<file path="config.mk">
export PLATFORM = sky130hd
export DESIGN_NAME = seven_segment_scanner
export DESIGN_NICKNAME = d
export VERILOG_FILES = /design/src/rtl/seven_segment_scanner_pkg.sv /design/src/rtl/seven_segment_scanner_prescaler.sv /design/src/rtl/seven_segment_scanner.sv
export SDC_FILE = /design/constraint.sdc
export NUM_CORES = 1
export LEC_CHECK = 0
export ABC_CLOCK_PERIOD_IN_PS = 5900
export BUFFER_PORTS_ARGS = -buffer_cell sky130_fd_sc_hd__buf_2
export CAP_MARGIN = 40
export CORE_MARGIN = 1
export CORE_UTILIZATION = 62
export DETAILED_ROUTE_END_ITERATION = 8
export PLACE_DENSITY = 0.88
export REMOVE_ABC_BUFFERS = 1
export SLEW_MARGIN = 0
export SYNTH_ARGS = -nofsm -noshare
export SYNTH_HDL_FRONTEND = slang
export SYNTH_HIERARCHICAL = 1
export SYNTH_SLANG_ARGS = --single-unit
</file>
<file path="constraint.sdc">
create_clock -name clk -period 5.9 [get_ports clk]
set_clock_uncertainty 0.2 [all_clocks]
set_input_delay 0.59 -clock clk [delete_from_list [all_inputs] [get_ports clk]]
set_output_delay 0.59 -clock clk [all_outputs]
set_load 0.05 [all_outputs]
</file>
<file path="src/rtl/seven_segment_scanner_pkg.sv">
// seven_segment_scanner_pkg: shared constants, index type and anode helper for the display scanner
package seven_segment_scanner_pkg;
   localparam int NUM_DIGITS = 4;
   localparam logic [3:0] AN_ALL_OFF = 4'b1111;
   typedef logic [1:0] digit_idx_t;
   function automatic logic [3:0] an_select(digit_idx_t i);
      return ~(4'b0001 << i);
   endfunction
endpackage

</file>
<file path="src/rtl/seven_segment_scanner_prescaler.sv">
// scan_prescaler: digit-slot counter producing the slot tick and the leading dead-time window
module scan_prescaler #(
   parameter int TICK_DIV = 100000,
   parameter int DEAD_CYCLES = 4,
   localparam int CW = $clog2(TICK_DIV)
) (
   input  logic clk,
   input  logic reset,
   input  logic enable,
   output logic tick,
   output logic dead
);
   logic [CW-1:0] count;
   // slot counter, frozen while scanning is disabled
   always_ff @(posedge clk)
      if (reset) count <= '0;
      else if (enable) count <= tick ? '0 : count + 1'b1;
   // last cycle of a slot and the anode-off window at its start
   always_comb begin
      tick = enable && count == CW'(TICK_DIV - 1);
      dead = int'(count) < DEAD_CYCLES;
   end
endmodule

</file>
<file path="src/rtl/seven_segment_scanner.sv">
// seven_segment_scanner: four-digit multiplexed display scanner with frame-synchronous shadow loading
module seven_segment_scanner
   import seven_segment_scanner_pkg::*;
#(
   parameter int TICK_DIV = 100000,
   parameter int DEAD_CYCLES = 4
) (
   input  logic        clk,
   input  logic        reset,
   input  logic        enable,
   input  logic        load,
   input  logic [15:0] value,
   input  logic [3:0]  dp_in,
   input  logic [3:0]  blank,
   output logic [3:0]  AN,
   output logic [3:0]  digit_data,
   output logic        digit_dp,
   output logic        frame_done
);
   logic        tick, dead, boundary, pend_valid;
   digit_idx_t  idx;
   logic [15:0] act_value, pend_value;
   logic [3:0]  act_dp, act_blank, pend_dp, pend_blank;
   scan_prescaler #(.TICK_DIV(TICK_DIV), .DEAD_CYCLES(DEAD_CYCLES)) u_prescaler (
      .clk(clk),
      .reset(reset),
      .enable(enable),
      .tick(tick),
      .dead(dead)
   );
   assign boundary = tick && idx == digit_idx_t'(NUM_DIGITS - 1);
   // digit index steps once per slot tick
   always_ff @(posedge clk)
      if (reset) idx <= '0;
      else if (tick) idx <= idx + 1'b1;
   // shadow loading: new content becomes visible only at a frame boundary so a frame is never torn
   always_ff @(posedge clk)
      if (reset) begin
         {act_value, act_dp, act_blank} <= '0;
         {pend_value, pend_dp, pend_blank} <= '0;
         pend_valid <= 1'b0;
      end else if (boundary) begin
         pend_valid <= 1'b0;
         if (load) {act_value, act_dp, act_blank} <= {value, dp_in, blank};
         else if (pend_valid) {act_value, act_dp, act_blank} <= {pend_value, pend_dp, pend_blank};
      end else if (load) begin
         {pend_value, pend_dp, pend_blank} <= {value, dp_in, blank};
         pend_valid <= 1'b1;
      end
   // registered outputs derived from this cycle's scan state and active content
   always_ff @(posedge clk)
      if (reset) begin
         AN <= AN_ALL_OFF;
         digit_data <= '0;
         digit_dp <= 1'b0;
         frame_done <= 1'b0;
      end else begin
         AN <= (!enable || dead || act_blank[idx]) ? AN_ALL_OFF : an_select(idx);
         digit_data <= act_value[{idx, 2'b00} +: 4];
         digit_dp <= act_dp[idx];
         frame_done <= boundary;
      end
endmodule

</file>
## After elaboration in Yosys (flattened, before gate mapping)

Cells that the tools add are included.

| cells by class | value |
|---|---|
| $add $sub $neg | 2 |
| magnitude comparators | 2 |
| equality and inequality tests | 2 |
| shift operators | 2 |
| mux-type cells | 11 |
| bitwise operators | 2 |
| reduce and logical (&&, ||, !) cells | 10 |

Operator list:

| kind | number |
|---|---|
| $mux 16 | 2 |
| $add 17x1->17 const B | 1 |
| $eq 17x17->1 const B | 1 |
| $lt 17x3->1 const B | 1 |
| $mux 17 | 1 |
| $mux 4 | 4 |
| $shiftx 16x5->4 | 1 |
| $bmux 1 s2 | 2 |
| $not 4->4 | 1 |
| $reduce_and 2->1 | 2 |
| $reduce_or 2->1 | 2 |
| $shl 1x2->4 const A | 1 |
| $lt 2x3->1 const B | 1 |
| $add 2x1->2 const B | 1 |
| $eq 2x2->1 const B | 1 |
| $logic_and 1x1->1 | 2 |
| $logic_or 1x1->1 | 2 |
| $mux 1 | 2 |
| $reduce_bool 2->1 | 1 |
| $logic_not 1->1 | 1 |
| $not 1->1 | 1 |

| storage, ports and cells | value |
|---|---|
| register bits after elaboration | 78 |
| input port bits | 28 |
| output and inout port bits | 10 |
| word-level logic and storage cells | 44 |

## Logic depth before layout (Yosys ltp)

Gate-level depths: netlist of run 1.

| depth | value |
|---|---|
| word-level depth | 5 |
| mapped depth | 8 |
| gate-level depth less buffers | 6 |

## Cells and area by module

The synthesis of run 1 kept the hierarchy.

By module, submodules not included:

| module | times used | cells an instance | area an instance (um^2) | seq. area each (um^2) |
|---|---|---|---|---|
| seven_segment_scanner | 1 | 259 | 2,483.6 | 1,221.2 |
| scan_prescaler | 1 | 100 | 840.8 | 340.3 |

## Worst setup path after synthesis of run 1

Ideal clock, no wire load.

| path | value |
|---|---|
| path kind | input to register |
| from | in enable |
| to | reg act_value[10] |
| library setup time | 86 ps |
| arrival | 1,949 ps |
| data required time | 5,614 ps |
| setup slack | 3,666 ps |
| stages | 8 |
| buffers on the path | 2 |
| cells stage by stage | and4_1 nand3_2 nor3_1 clkbuf_2 o211a_1 clkbuf_1 nor2_1 a211oi_1 |

| on the way | value |
|---|---|
| cells in the longest elaborated chain, start to end | 3 |

Ends and longest elaborated chain:

| item | line | RTL |
|---|---|---|
| start, declared | seven_segment_scanner.sv:10 | `input logic enable,` |
| $logic_and 1x1->1 | seven_segment_scanner_prescaler.sv:20 | `tick = enable && count == CW'(TICK_DIV - 1);` |
| named net tick | seven_segment_scanner.sv:20 | `logic tick, dead, boundary, pend_valid;` |
| $logic_and 1x1->1 | seven_segment_scanner.sv:31 | `assign boundary = tick && idx == digit_idx_t'(NUM_DIGITS - 1);` |
| $reduce_and 2->1 (no source line) | - |  |
| end signal, assigned | seven_segment_scanner.sv:44 | `if (load) {act_value, act_dp, act_blank} <= {value, dp_in, blank};` |
| end signal, assigned | seven_segment_scanner.sv:45 | `else if (pend_valid) {act_value, act_dp, act_blank} <= {pend_value, pend_dp, pend_blank};` |
| end, declared | seven_segment_scanner.sv:22 | `logic [15:0] act_value, pend_value;` |

The timed path passes the listed nets, and every way through them passes these cells.
A chain may end at the register's enable or synchronous reset.

## Worst setup path in the final report of run 1

| path | value |
|---|---|
| from | reg u_prescaler.count[0] |
| to | reg act_value[14] |

| on the way | value |
|---|---|
| cells in the longest elaborated chain, start to end | 4 |

Ends and longest elaborated chain:

| item | line | RTL |
|---|---|---|
| start, declared | seven_segment_scanner_prescaler.sv:13 | `logic [CW-1:0] count;` |
| start signal, assigned | seven_segment_scanner_prescaler.sv:17 | `else if (enable) count <= tick ? '0 : count + 1'b1;` |
| $eq 17x17->1 | seven_segment_scanner_prescaler.sv:20 |  |
| $logic_and 1x1->1 | seven_segment_scanner_prescaler.sv:20 |  |
| named net tick | seven_segment_scanner.sv:20 |  |
| $logic_and 1x1->1 | seven_segment_scanner.sv:31 |  |
| $reduce_and 2->1 (no source line) | - |  |

The timed path passes the listed nets, and every way through them passes these cells.

==> results.md, run 1 <==
Outcome:
- The flow ran to the end, and the final reports show no timing, DRC or antenna violations.

Drt:
- The number of antenna-violating nets in the routed design is 0.
- For this block, the initial DRC count from the detailed router was 141.
- The final routed wire length divided by cell count is 13.57 µm.
- Summing over every cut layer, the via total after detailed routing is 2565.
- The first-pass iteration count of the detailed router is 4.
- Wires add up to 6217 µm.
- The number of DRC violations after detailed routing is 0.
- The vias per cell is 5.600.

Clocking:
- The number of levels the H-tree was split into is 3.
- The clock tree buffer depth is 2.
- The clock input transition at the sequential cells of the worst setup and hold paths is 80 ps.
- TritonCTS built the clock tree.
- After clock tree synthesis, the flow added hold-fix buffers numbering 0.
- The post-CTS resize count is 0.
- The latest clock arrival within the worst-skew pair is 350 ps.
- In this run the clock root is driven by a sky130_fd_sc_hd__clkbuf_8.
- The number of clock buffers added by TritonCTS is 9.
- Once the clock tree was built, the setup fixing pass inserted 0 buffers.
- CTS saw 78 sinks.

Timing:
- Setup repair after global routing left no endpoint under its margin.
- The max-slew violation count is 0.
- For this run, the top clock speed supported by timing is 0.3237 GHz.
- The portion of the clock cycle consumed by the worst path in the final layout is 0.5236.
- The clock period could shrink to 3089 ps.
- In this run the tightest slew margin relative to its limit is 0.3966.
- The worst hold slack across all endpoints is 254.9 ps.
- The setup-violating endpoint count in the final report is 0.
- The hold violation count in the final report is 0.
- For the final routed database, the setup TNS stands at 0 ps.
- At the pin with the least slew margin, the transition time is 898.2 ps.

Critical path:
- Setup slack on the worst reg-to-reg path comes out at 2810 ps.
- The critical path starts at u_prescaler/count[0].
- Among cell families on the critical path, the largest total delay comes from simple AND/OR/NAND/NOR gates.
- The cell type of the slowest stage on the worst timing path is sky130_fd_sc_hd__nor3_1.
- On the worst path, the slowest cell contributes a delay of 770 ps.
- The maximum fanout encountered on the critical timing path is 48.
- Counting both buffers and inverters, the worst setup path holds a total of 1.
- Counting cells, the worst reg-to-reg path comes to 7.
- STA classifies the critical path startpoint as a flop.
- In this run the number of cells on the critical path is 7.
- The worst register-to-register path ends at act_value[14].
- The startpoint of the most critical register-to-register path is u_prescaler/count[0].
- The required time at the endpoint of the critical path is 5950 ps.
- STA classifies the critical path endpoint as a flop.
- The endpoint of the most critical setup path is act_value[14].
- The endpoint arrival time on the critical path is 3140 ps.
- The signal on the critical path passes through ha_1 > nand3_2 > nor3_1 > o211a_1 > buf_4 > nor2_1 > a211oi_1.
- By startpoint and endpoint, the worst setup path is classified as flop to flop.

Final layout:
- In the final layout, the multi-input gates occupy 1619 µm².
- The final standard cell utilization of the core is 0.7164.
- The count of filler cells inserted in the layout is 404.
- The finished cells cover 3682 µm².
- Leaving out fill and tap cells, the most frequent cell in the layout is sky130_fd_sc_hd__dfxtp_1.
- The fraction of final layout cells sized beyond drive strength 1 is 0.1521.
- The diode insertion count for antenna repair is 0.
- In the layout the commonest cells are sky130_fd_sc_hd__dfxtp_1 (78), sky130_fd_sc_hd__nand2_1 (60), sky130_fd_sc_hd__nor2_1 (45).
- Summing all flip-flop and latch instances after layout gives 1562 µm².
- Compared with the post-synthesis result, the final layout area differs by 10.76%.
- At the end of the flow, the number of nets in the layout was 418.

Synthesis:
- The number of register bits inferred by synthesis is 78.
- During synthesis, Yosys emitted a total of 6 warnings.
- The share of flip-flops with an asynchronous set or reset is 0.
- Of all cell types, the one taking the most synthesized area is sky130_fd_sc_hd__dfxtp_1.
- In the synthesized netlist, the number of instances is 359.
- The mapped netlist covers 3324 µm².
- The count of flip-flops with a built-in enable after synthesis is 0.
- The synthesized netlist contains 31 unique library cells.
- After synthesis, the cell types taking the most area are sky130_fd_sc_hd__dfxtp_1 (47%), sky130_fd_sc_hd__mux2i_1 (7.5%), sky130_fd_sc_hd__nand2_1 (6.8%), sky130_fd_sc_hd__a211oi_1 (5.6%), sky130_fd_sc_hd__nor2_1 (5.1%).
- The proportion of netlist area held by the largest area contributor is 0.4697.
- The share of the Yosys chip area taken by registers is 0.4697.
- The primary flip-flop cell chosen by synthesis mapping is sky130_fd_sc_hd__dfxtp_1.
- The mean cell area of the mapped netlist is 9.260 µm².

GRT:
- The first global-routing pass estimated 10320 µm of wire.
- Entering global routing, the biggest net connects 61 pins.
- The initial antenna violation count is 0.
- The total congestion overflow is 0.
- For this run, the total global-route usage over all layers was measured as 0.2452.
- The number of global-route vias before repair was 2344.

Pwr:
- Of the total power, the share spent switching nets is 0.2320.
- For this design the ratio of total power to cell area is 264.9 nW/µm².
- The overall power of the completed layout is 975.4 µW.
- The fraction of power consumed by the clock network is 0.382.
- The part of the total power dissipated in combinational logic is 0.061.
- The register share of total power is 0.557.
- For this design the static power due to leakage is 1.416 nW.
- The worst vdd rail ir drop is 176.0 µV.
- The reported net switching power is 226.3 µW.
- The internal portion of the total power is 749.1 µW.

Placed design:
- The congestion estimate from routability-driven global placement came to 0.8494.
- The number of port buffers is 37.
- The detailed placement HPWL is 4128 µm.
- In this run the cell area measured after placement is 3506 µm².

Floorplan:
- In this run the core area contains 26 standard-cell rows.
- The starting density of the core is 0.6468.
- The overall die area is 5659 µm².
- The area of the core is 5140 µm².
- Measured along the x axis, the die boundary spans 75.23 µm.
- In this run the vertical extent of the chip is 75.23 µm.
- The number of primary I/O pins is 38.

Flow run:
- Max-cap violations in this run came to 0.

Worst hold path:
- The worst min-delay path class is flop to flop.
-- power by group through the flow --
| stage | clock [mW] | combinational (mW) | sequential (mW) |
|---|---|---|---|
| after CTS | 0.373 | 0.0597 | 0.544 |
| after detailed placement | 0 | 0.0594 | 0.556 |
| after floorplan | 0 | 0.0295 | 0.554 |
| after global routing | 0.393 | 0.0659 | 0.545 |
| after global placement | 0 | 0.0563 | 0.555 |
| final | 0.372 | 0.0595 | 0.544 |
-- worst min path at each step --
stage	from	endpoint	slack, ps	cells after the start
6_report	pend_value[9]	pend_value[9]	250	2
5_1_grt	pend_value[0]	pend_value[0]	280	2
4_1_cts	pend_blank[0]	pend_blank[0]	260	2
3_5_place_dp	pend_value[9]	pend_value[9]	250	2
3_3_place_gp	pend_value[9]	pend_value[9]	240	2
2_1_floorplan	pend_blank[0]	pend_blank[0]	230	2
-- layout make-up --
cell class	count	share of cell area
Clock buffer	9	0.03364
Clock inverter	5	0.01427
Inverter	7	0.007136
Multi-Input combinational cell	249	0.4397
Sequential cell	78	0.4241
Tap cell	70	0.02379
Timing Repair Buffer	40	0.05742
-- flip-flops by register name, summed over array words and instances (netlist names) --
name and count:
AN 4, pend_value 16, digit_data 4, idx 2
u_prescaler/count 17, pend_blank 4, digit_dp 1, act_dp 4
act_blank 4, frame_done 1, pend_valid 1, act_value 16
pend_dp 4
-- logic make-up after synthesis --
logic type	after synthesis	synth area share
buffers and inverters	32	0.04441
multiplexers	31	0.1216
AND/OR/NAND/NOR	142	0.1912
adder cells (fa/ha/maj)	5	0.01882
AO/OA/AOI/OAI	55	0.1122
flip-flops	78	0.4697
XOR/XNOR	16	0.04215
-- stage by stage --
step	setup slack (ps)	std cells
6_report	2811	458
3_5_place_dp	2751	444
2_1_floorplan	2970	334
3_3_place_gp	2932	443
5_1_grt	2610	458
4_1_cts	2843	458
-- routing by layer --
layer  wire length (µm)  GRT usage
met3                321    0.07095
met1               2768     0.3038
met5                  0          0
met2               3005     0.4014
met4                123     0.1049
-- synthesized netlist by cell type (6+ instances only) --
master / number
sky130_fd_sc_hd__a211oi_1: 25
sky130_fd_sc_hd__nand2_1: 60
sky130_fd_sc_hd__clkbuf_1: 12
sky130_fd_sc_hd__nand3_1: 6
sky130_fd_sc_hd__nand4_1: 8
sky130_fd_sc_hd__nor4_1: 10
sky130_fd_sc_hd__inv_1: 7
sky130_fd_sc_hd__nor2_1: 45
sky130_fd_sc_hd__buf_2: 9
sky130_fd_sc_hd__xnor2_1: 12
sky130_fd_sc_hd__dfxtp_1: 78
sky130_fd_sc_hd__a21oi_1: 24
sky130_fd_sc_hd__mux2i_1: 25
-- tightest hold or removal path: stages, from the launching register on --
cell	delay [ps]
sky130_fd_sc_hd__dfxtp_1	310
sky130_fd_sc_hd__nand2_1	50
sky130_fd_sc_hd__a21oi_1	50
(Power assumes the default switching activity.)
==> run 2: changes to the inputs <==
- ABC_CLOCK_PERIOD_IN_PS: 5900 -> 3020
- CORE_UTILIZATION: 62 -> 57
- PLACE_DENSITY: 0.88 -> 0.82
- clock period: 5.9 -> 3.02 ns (I/O delays scaled with it)
==> results.md, run 2 (same netlist as run 1, synthesis figures left out) <==
Outcome:
- The flow ran to the end, and the final reports show no timing, DRC or antenna violations.

Clocking:
- The clock input transition at the sequential cells of the worst setup and hold paths was 80 ps (about the same).
- TritonCTS built the clock tree.
- The clock tree buffer depth came to 2 (unchanged).
- The latest clock arrival within the worst-skew pair is 350 ps (about the same).
- The sink count of the clock tree is 78 (unchanged).
- The post-CTS setup buffer count is 0 (unchanged).
- The post-CTS resize count is 0 (unchanged).
- The tree is rooted in a sky130_fd_sc_hd__clkbuf_8.
- The number of levels the H-tree was split into is 3 (unchanged).
- The total CTS buffers was 9 (unchanged).

Final layout:
- The final cell area excluding filler cells came to 3896 µm² (+5.8%).
- The number of flip-flops in the largest register is 17 (unchanged).
- u_prescaler/count holds more flip-flops than any other register.
- The fraction of final layout cells sized beyond drive strength 1 came to 0.1578 (+0.005705).
- The most common cell after layout, fill and taps aside is sky130_fd_sc_hd__dfxtp_1.
- The area of the multi-input gates came to 1619 µm² (unchanged).
- The count of filler cells inserted in the layout was 415 (+2.7%).
- The sequential cell area in the final layout was 1562 µm² (unchanged).
- The number of cells in the finished layout apart from fillers is 484 (+5.7%).
- The library cells used most frequently in the layout, excluding fill and tap cells, are sky130_fd_sc_hd__dfxtp_1 (78), sky130_fd_sc_hd__nand2_1 (60), sky130_fd_sc_hd__nor2_1 (45).
- The final standard cell utilization of the core is 0.6990 (-0.01742).
- The area growth from synthesis to layout is 17.20%.
- The diode insertion count for antenna repair is 0 (unchanged).
- The number of nets in the finished design was 440 (+5.3%).

Drt:
- The initial DRC count was 188 (+33%).
- The number of antenna-violating nets in the routed design is 0 (unchanged).
- The final routed wire length divided by cell count is 13.02 µm (-4.1%).
- The first-pass iteration count of the detailed router is 4 (unchanged).
- The final wirelength was 6302 µm (+1.4%).
- The total vias in the final route is 2619 (+2.1%).
- The number of DRC violations after detailed routing was 0 (unchanged).
- The vias per cell came to 5.411 (-3.4%).

Floorplan:
- The vertical die dimension is 78.37 µm (+4.2%).
- The die outline width is 78.37 µm (+4.2%).
- The starting density of the core is 0.5964 (-0.05038).
- The row count is 27 (+3.8%).
- The area of the core is 5574 µm² (+8.4%).
- The overall die area is 6142 µm² (+8.5%).
- The number of primary I/O pins is 38 (unchanged).

Timing:
- The sum of negative setup slack came to 0 ps (unchanged).
- The worst hold slack across all endpoints is 11.35 ps (-243.5 ps).
- The worst-case setup margin in the final layout was 463.6 ps (-2347 ps).
- The clock period minus worst slack is 2556 ps (-532.7 ps).
- The portion of the clock cycle consumed by the worst path in the final layout came to 0.8465 (+0.3229).
- The top achievable clock speed is 0.3912 GHz (+21%).
- The max-slew violation count is 0 (unchanged).
- The pin slew with the least headroom to its limit came to 693.2 ps (-205.0 ps).
- Setup repair after global routing left no endpoint under its margin.
- The setup-violating endpoint count in the final report was 0 (unchanged).
- The hold violation count in the final report is 0 (unchanged).
- The worst slew margin relative to its limit was 0.5379 (+0.1413).

GRT:
- The initial antenna violation count was 0 (unchanged).
- After global routing, the most crowded layer is met2.
- The total congestion overflow is 0 (unchanged).
- The met1 capacity usage during global routing is 0.2798 (-0.02404).
- The met3 demand-to-capacity share in global routing is 0.05349 (-0.01746).
- The met2 global-route usage is 0.3570 (-0.04438).
- The number of global-route vias before repair is 2334 (-0.43%).
- The maximum number of pins on one net before global-route repair came to 53 (-13%).
- The first-pass GRT wire length is 10530 µm (+2.0%).
- The global routing usage summed across all routing layers is 0.2234 (-0.02179).

Placed design:
- The post-place instance area is 3535 µm² (+0.82%).
- The detailed placement HPWL came to 4032 µm (-2.3%).
- The routability congestion estimate from global placement was 0.8321 (-2.0%).
- The pre-CTS worst setup slack was 491.9 ps (-2259 ps).
- The number of placed instances with taps included came to 450 (+1.4%).
- The number of port buffers is 37 (unchanged).

Pwr:
- The total power per unit cell area is 486.1 nW/µm² (+84%).
- The worst vdd rail ir drop came to 339.1 µV (+93%).
- The leakage power is 1.502 nW (+6.1%).
- The overall power of the completed layout is 1.894 mW (+94%).

Flow run:
- The total of max-cap violations is 0 (unchanged).

Critical path:
- The required time at the endpoint of the critical path came to 3080 ps (-2870 ps).
- The classification of the worst setup path is flop to flop.
- The maximum fanout encountered on the critical timing path was 48 (unchanged).
- The endpoint arrival time on the critical path is 2610 ps (-530 ps).
- The sort of element at the end of the critical path is a flop.
- STA classifies the critical path startpoint as a flop.

Worst hold path:
- The worst hold path belongs to the class primary input to flop.
## run 2: where the power goes
part | switching, mW | internal (mW) | total (mW)
logic | 0.0718 | 0.0627 | 0.135
registers | 0.0125 | 1.05 | 1.06
clock network | 0.393 | 0.306 | 0.698
total | 0.477 | 1.42 | 1.89
## run 2: cell type report
type                            instances  area share
Clock buffer                            9     0.03179
Clock inverter                          7     0.01477
Inverter                                7    0.006744
Multi-Input combinational cell        249      0.4155
Sequential cell                        78      0.4008
Tap cell                               72     0.02312
Timing Repair Buffer                   62      0.1073
## run 2: timing repair
| item | 4_1_cts | 5_1_grt |
|---|---|---|
| hold buffers | 16 | 2 |
| endpoints found under the hold margin | 16 | 2 |
| setup endpoints to repair | 0 | 0 |
## run 2: final timing paths
| check | depth (start not counted) | end | start | slack, ps |
|---|---|---|---|---|
| worst max-delay path | 8 | act_value[10] | u_prescaler/count[0] | 460 |
| worst min-delay path | 3 | pend_dp[0] | dp_in[0] | 10 |
| worst max register to register | 8 | act_value[10] | u_prescaler/count[0] | 460 |
| worst min register to register | 2 | pend_value[12] | pend_value[12] | 260 |
## run 2: per-layer routing
layer | up-vias | wire, µm
met5 | - | 0
met4 | 0 | 130
met3 | 13 | 200
met2 | 52 | 2982
met1 | 1208 | 2989
li1 | 1346 | -
## run 2: worst max-delay path: stages (launching register included)
cell	delay (ps)
sky130_fd_sc_hd__dfxtp_1	470
sky130_fd_sc_hd__ha_1	360
sky130_fd_sc_hd__nand3_2	160
sky130_fd_sc_hd__nor3_1	210
sky130_fd_sc_hd__buf_4	190
sky130_fd_sc_hd__o211a_1	160
sky130_fd_sc_hd__buf_4	390
sky130_fd_sc_hd__nor2_1	90
sky130_fd_sc_hd__a211oi_1	240
==> run 3: changes to the inputs <==
- ABC_CLOCK_PERIOD_IN_PS: 3020 -> 2070
- CORE_UTILIZATION: 57 -> 52
- PLACE_DENSITY: 0.82 -> 0.79
- clock period: 3.02 -> 2.07 ns (I/O delays scaled with it)
==> results.md, run 3 (same netlist as run 1, synthesis figures left out) <==
Final layout:
- The most common cell after layout, fill and taps aside is sky130_fd_sc_hd__dfxtp_1.
- The count of filler cells inserted in the layout was 397 (-4.3%).
- The diode insertion count for antenna repair came to 0 (unchanged).
- The final standard cell utilization of the core is 0.7548 (+0.05579).
- In the layout the commonest cells are sky130_fd_sc_hd__dfxtp_1 (76), sky130_fd_sc_hd__nand2_1 (48), sky130_fd_sc_hd__nor2_1 (45).
- The fraction of final layout cells sized beyond drive strength 1 is 0.2907 (+0.1330).
- The final cell area excluding filler cells is 4548 µm² (+17%).
- The number of nets in the finished design is 482 (+9.5%).
- Compared with the post-synthesis result, the final layout area differs by 36.81%.
- Counting flops per register, the top entry is u_prescaler/count.
- The number of flip-flops in the largest register was 17 (unchanged).

Pwr:
- The cell-internal power is 2.468 mW (+74%).
- The reported net switching power is 742.2 µW (+56%).
- The total power per unit cell area is 705.9 nW/µm² (+45%).
- The leakage power came to 1.815 nW (+21%).
- The part of the total power dissipated in combinational logic is 0.085 (+0.014).
- The worst vdd rail ir drop is 691.6 µV (+100%).
- The register share of total power is 0.482 (-0.078).
- The proportion of total power due to net switching is 0.2312 (-0.02067).
- The fraction of power consumed by the clock network came to 0.433 (+0.064).

Drt:
- The total vias in the final route is 2940 (+12%).
- The first-pass iteration count of the detailed router is 4 (unchanged).
- The number of DRC violations after detailed routing is 0 (unchanged).
- The number of antenna-violating nets in the routed design was 0 (unchanged).
- The vias per cell was 5.558 (+2.7%).
- The final routed wire length divided by cell count is 16.69 µm (+28%).
- The final wirelength is 8828 µm (+40%).
- The initial DRC count is 132 (-30%).

Timing:
- Setup repair after global routing could not meet its margin everywhere.
- The clock period minus worst slack is 2149 ps (-407.2 ps).
- The setup-violating endpoint count in the final report came to 27 (+27).
- The worst slew margin relative to its limit came to 0.5488 (+0.01093).
- The max-slew violation count is 0 (unchanged).
- The pin slew with the least headroom to its limit is 676.8 ps (-16.40 ps).
- The worst-case setup margin in the final layout is -79.25 ps (-542.8 ps).
- The portion of the clock cycle consumed by the worst path in the final layout came to 1.038 (+0.1918).
- The hold violation count in the final report is 0 (unchanged).
- The top achievable clock speed came to 0.4653 GHz (+19%).

GRT:
- The global routing usage summed across all routing layers is 0.2498 (+0.02632).
- The total congestion overflow is 0 (unchanged).
- The number of global-route vias before repair is 2767 (+19%).
- The initial antenna violation count was 0 (unchanged).
- The met1 capacity usage during global routing is 0.2887 (+0.008881).
- The global routing's busiest layer is met2.
- The met2 global-route usage is 0.4446 (+0.08761).
- The met3 demand-to-capacity share in global routing is 0.06222 (+0.008734).
- The maximum number of pins on one net before global-route repair is 58 (+9.4%).
- The first-pass GRT wire length is 12510 µm (+19%).

Outcome:
- The flow ran to the end, but the final reports show violations.
- The final reports fail on negative setup slack.

Clocking:
- The root buffer selected by CTS is sky130_fd_sc_hd__clkbuf_8.
- The sink count of the clock tree is 78 (unchanged).
- The total CTS buffers is 9 (unchanged).
- The latest clock arrival within the worst-skew pair is 350 ps (about the same).
- The clock input transition at the sequential cells of the worst setup and hold paths was 90 ps (about the same).
- The clock tree buffer depth is 2 (unchanged).
- TritonCTS built the clock tree.
- The number of levels the H-tree was split into is 3 (unchanged).

Worst hold path:
- The min-delay analysis places its worst path in the category primary input to flop.
- The depth of the worst hold-timing path is 4 (+1).
- In this run the most critical hold path is launched from load.
- The path with the worst hold slack has its endpoint at pend_dp[1].

Critical path:
- The most numerous cell on the critical path is sky130_fd_sc_hd__buf_6.
- The maximum cell stage delay along the critical path is 330 ps (-140 ps).
- The worst path buffer plus inverter count is 3 (+1).
- The startpoint of the most critical register-to-register path is u_prescaler/count[14].
- The slack of the worst reg-to-reg path came to -80 ps (-540 ps).
- Traced cell by cell, the critical path runs through nor3_1 > nand2_2 > nor3_4 > buf_6 > buf_6 > a21bo_4 > clkbuf_16 > nand2_1 > a21oi_1.
- The worst setup path is of the flop to flop kind.
- The kind of start point of the critical path is a flop.
- The endpoint arrival time on the critical path came to 2230 ps (-380 ps).
- In this run the critical register-to-register path is captured at pend_dp[1].
- The logic depth of the worst register-to-register path is 9 (+1).
- The cell type of the slowest stage on the worst timing path is sky130_fd_sc_hd__nor3_1.
- The maximum fanout encountered on the critical timing path was 6 (-88%).
- The dominant delay contributor by cell family on the critical path is simple AND/OR/NAND/NOR gates.
- The required time at the endpoint of the critical path came to 2150 ps (-930 ps).
- STA classifies the critical path endpoint as a flop.

Floorplan:
- The starting density of the core is 0.5517 (-0.04471).
- The vertical die dimension is 81.96 µm (+4.6%).
- The die outline width came to 81.96 µm (+4.6%).
- The area of the core is 6026 µm² (+8.1%).
- The number of primary I/O pins was 38 (unchanged).
- The overall die area is 6717 µm² (+9.4%).
- The row count is 28 (+3.7%).

Placed design:
- The routability congestion estimate from global placement is 0.8372 (+0.61%).
- The post-place instance area is 3771 µm² (+6.7%).
- The detailed placement HPWL came to 4458 µm (+11%).
- The number of port buffers came to 37 (unchanged).

Flow run:
- The total of max-cap violations is 0 (unchanged).
==> run 3: changes by cell type in the layout (fill, tap and decap cells not counted), sizes merged <==
cell	change
buf	+32
dlygate4sd3	+7
bufinv	+3
clkinvlp	-3
clkbuf	+2
bufbuf	+1
clkinv	+1
inv	-1
==> run 3: repair_timing <==
action | in CTS | in global routing
hold endpoints to repair | 35 | 0
pin swaps | 2 | 27
hold buffers | 25 | 0
gates resized for setup | 1 | 37
setup buffers | 1 | 5
setup endpoints to repair | 48 | 48
gates cloned | 1 | 3
==> run 3: cell type report <==
cell class                      instances  area (µm²)  area share
Multi-Input combinational cell        249        1752      0.3851
Sequential cell                        78        1564      0.3439
Timing Repair Buffer                  104       867.1      0.1906
Clock buffer                            9       123.9     0.02724
Clock inverter                          7       121.4     0.02668
Tap cell                               75       93.84     0.02063
Inverter                                7       26.28    0.005777
==> run 3: per-layer routing <==
| metal | up-vias | part of all wire |
|---|---|---|
| met5 | - | 0 |
| met4 | 0 | 0.030 |
| met3 | 22 | 0.042 |
| met2 | 98 | 0.53 |
| met1 | 1387 | 0.40 |
| li1 | 1433 | - |
==> run 3: how the worst max path moves through the flow <==
stage                           from              to  slack, ps  depth (start not counted)
2_1_floorplan   u_prescaler/count[0]    act_blank[0]       -780                          6
3_3_place_gp    u_prescaler/count[3]  pend_value[13]       -120                          7
3_5_place_dp    u_prescaler/count[8]   pend_value[1]        -90                          9
4_1_cts         u_prescaler/count[8]       act_dp[0]          4                          7
5_1_grt        u_prescaler/count[14]      pend_dp[3]       -160                          9
6_report       u_prescaler/count[14]      pend_dp[1]        -80                          9
==> run 3: power groups by stage <==
stage	combinational, mW	sequential (mW)	clock [mW]
2_1_floorplan	0.0842	1.58	0
3_3_place_gp	0.181	1.58	0
3_5_place_dp	0.191	1.58	0
4_1_cts	0.227	1.54	1.40
5_1_grt	0.292	1.55	1.46
6_report	0.273	1.55	1.39
==> run 3: worst register-to-register path: stages, from the launching register on <==
cell                        delay (ps)
sky130_fd_sc_hd__dfxtp_1           320
sky130_fd_sc_hd__nor3_1            330
sky130_fd_sc_hd__nand2_2           150
sky130_fd_sc_hd__nor3_4            280
sky130_fd_sc_hd__buf_6             140
sky130_fd_sc_hd__buf_6              90
sky130_fd_sc_hd__a21bo_4           190
sky130_fd_sc_hd__clkbuf_16         180
sky130_fd_sc_hd__nand2_1            60
sky130_fd_sc_hd__a21oi_1           130
==> run 3: per-stage QoR <==
stage,power [mW],hold WS (ps),setup slack (ps),instances,setup TNS [ps]
floorplan,1.663,76.07,-780.3,334,-27240
CTS,3.169,124.5,3.602,521,0
global placement,1.759,240.7,-121.8,477,-2432
global route,3.303,113.5,-160.9,529,-4543
detailed placement,1.769,246.6,-93.26,478,-2192
finish,3.210,124.3,-79.25,529,-946.8
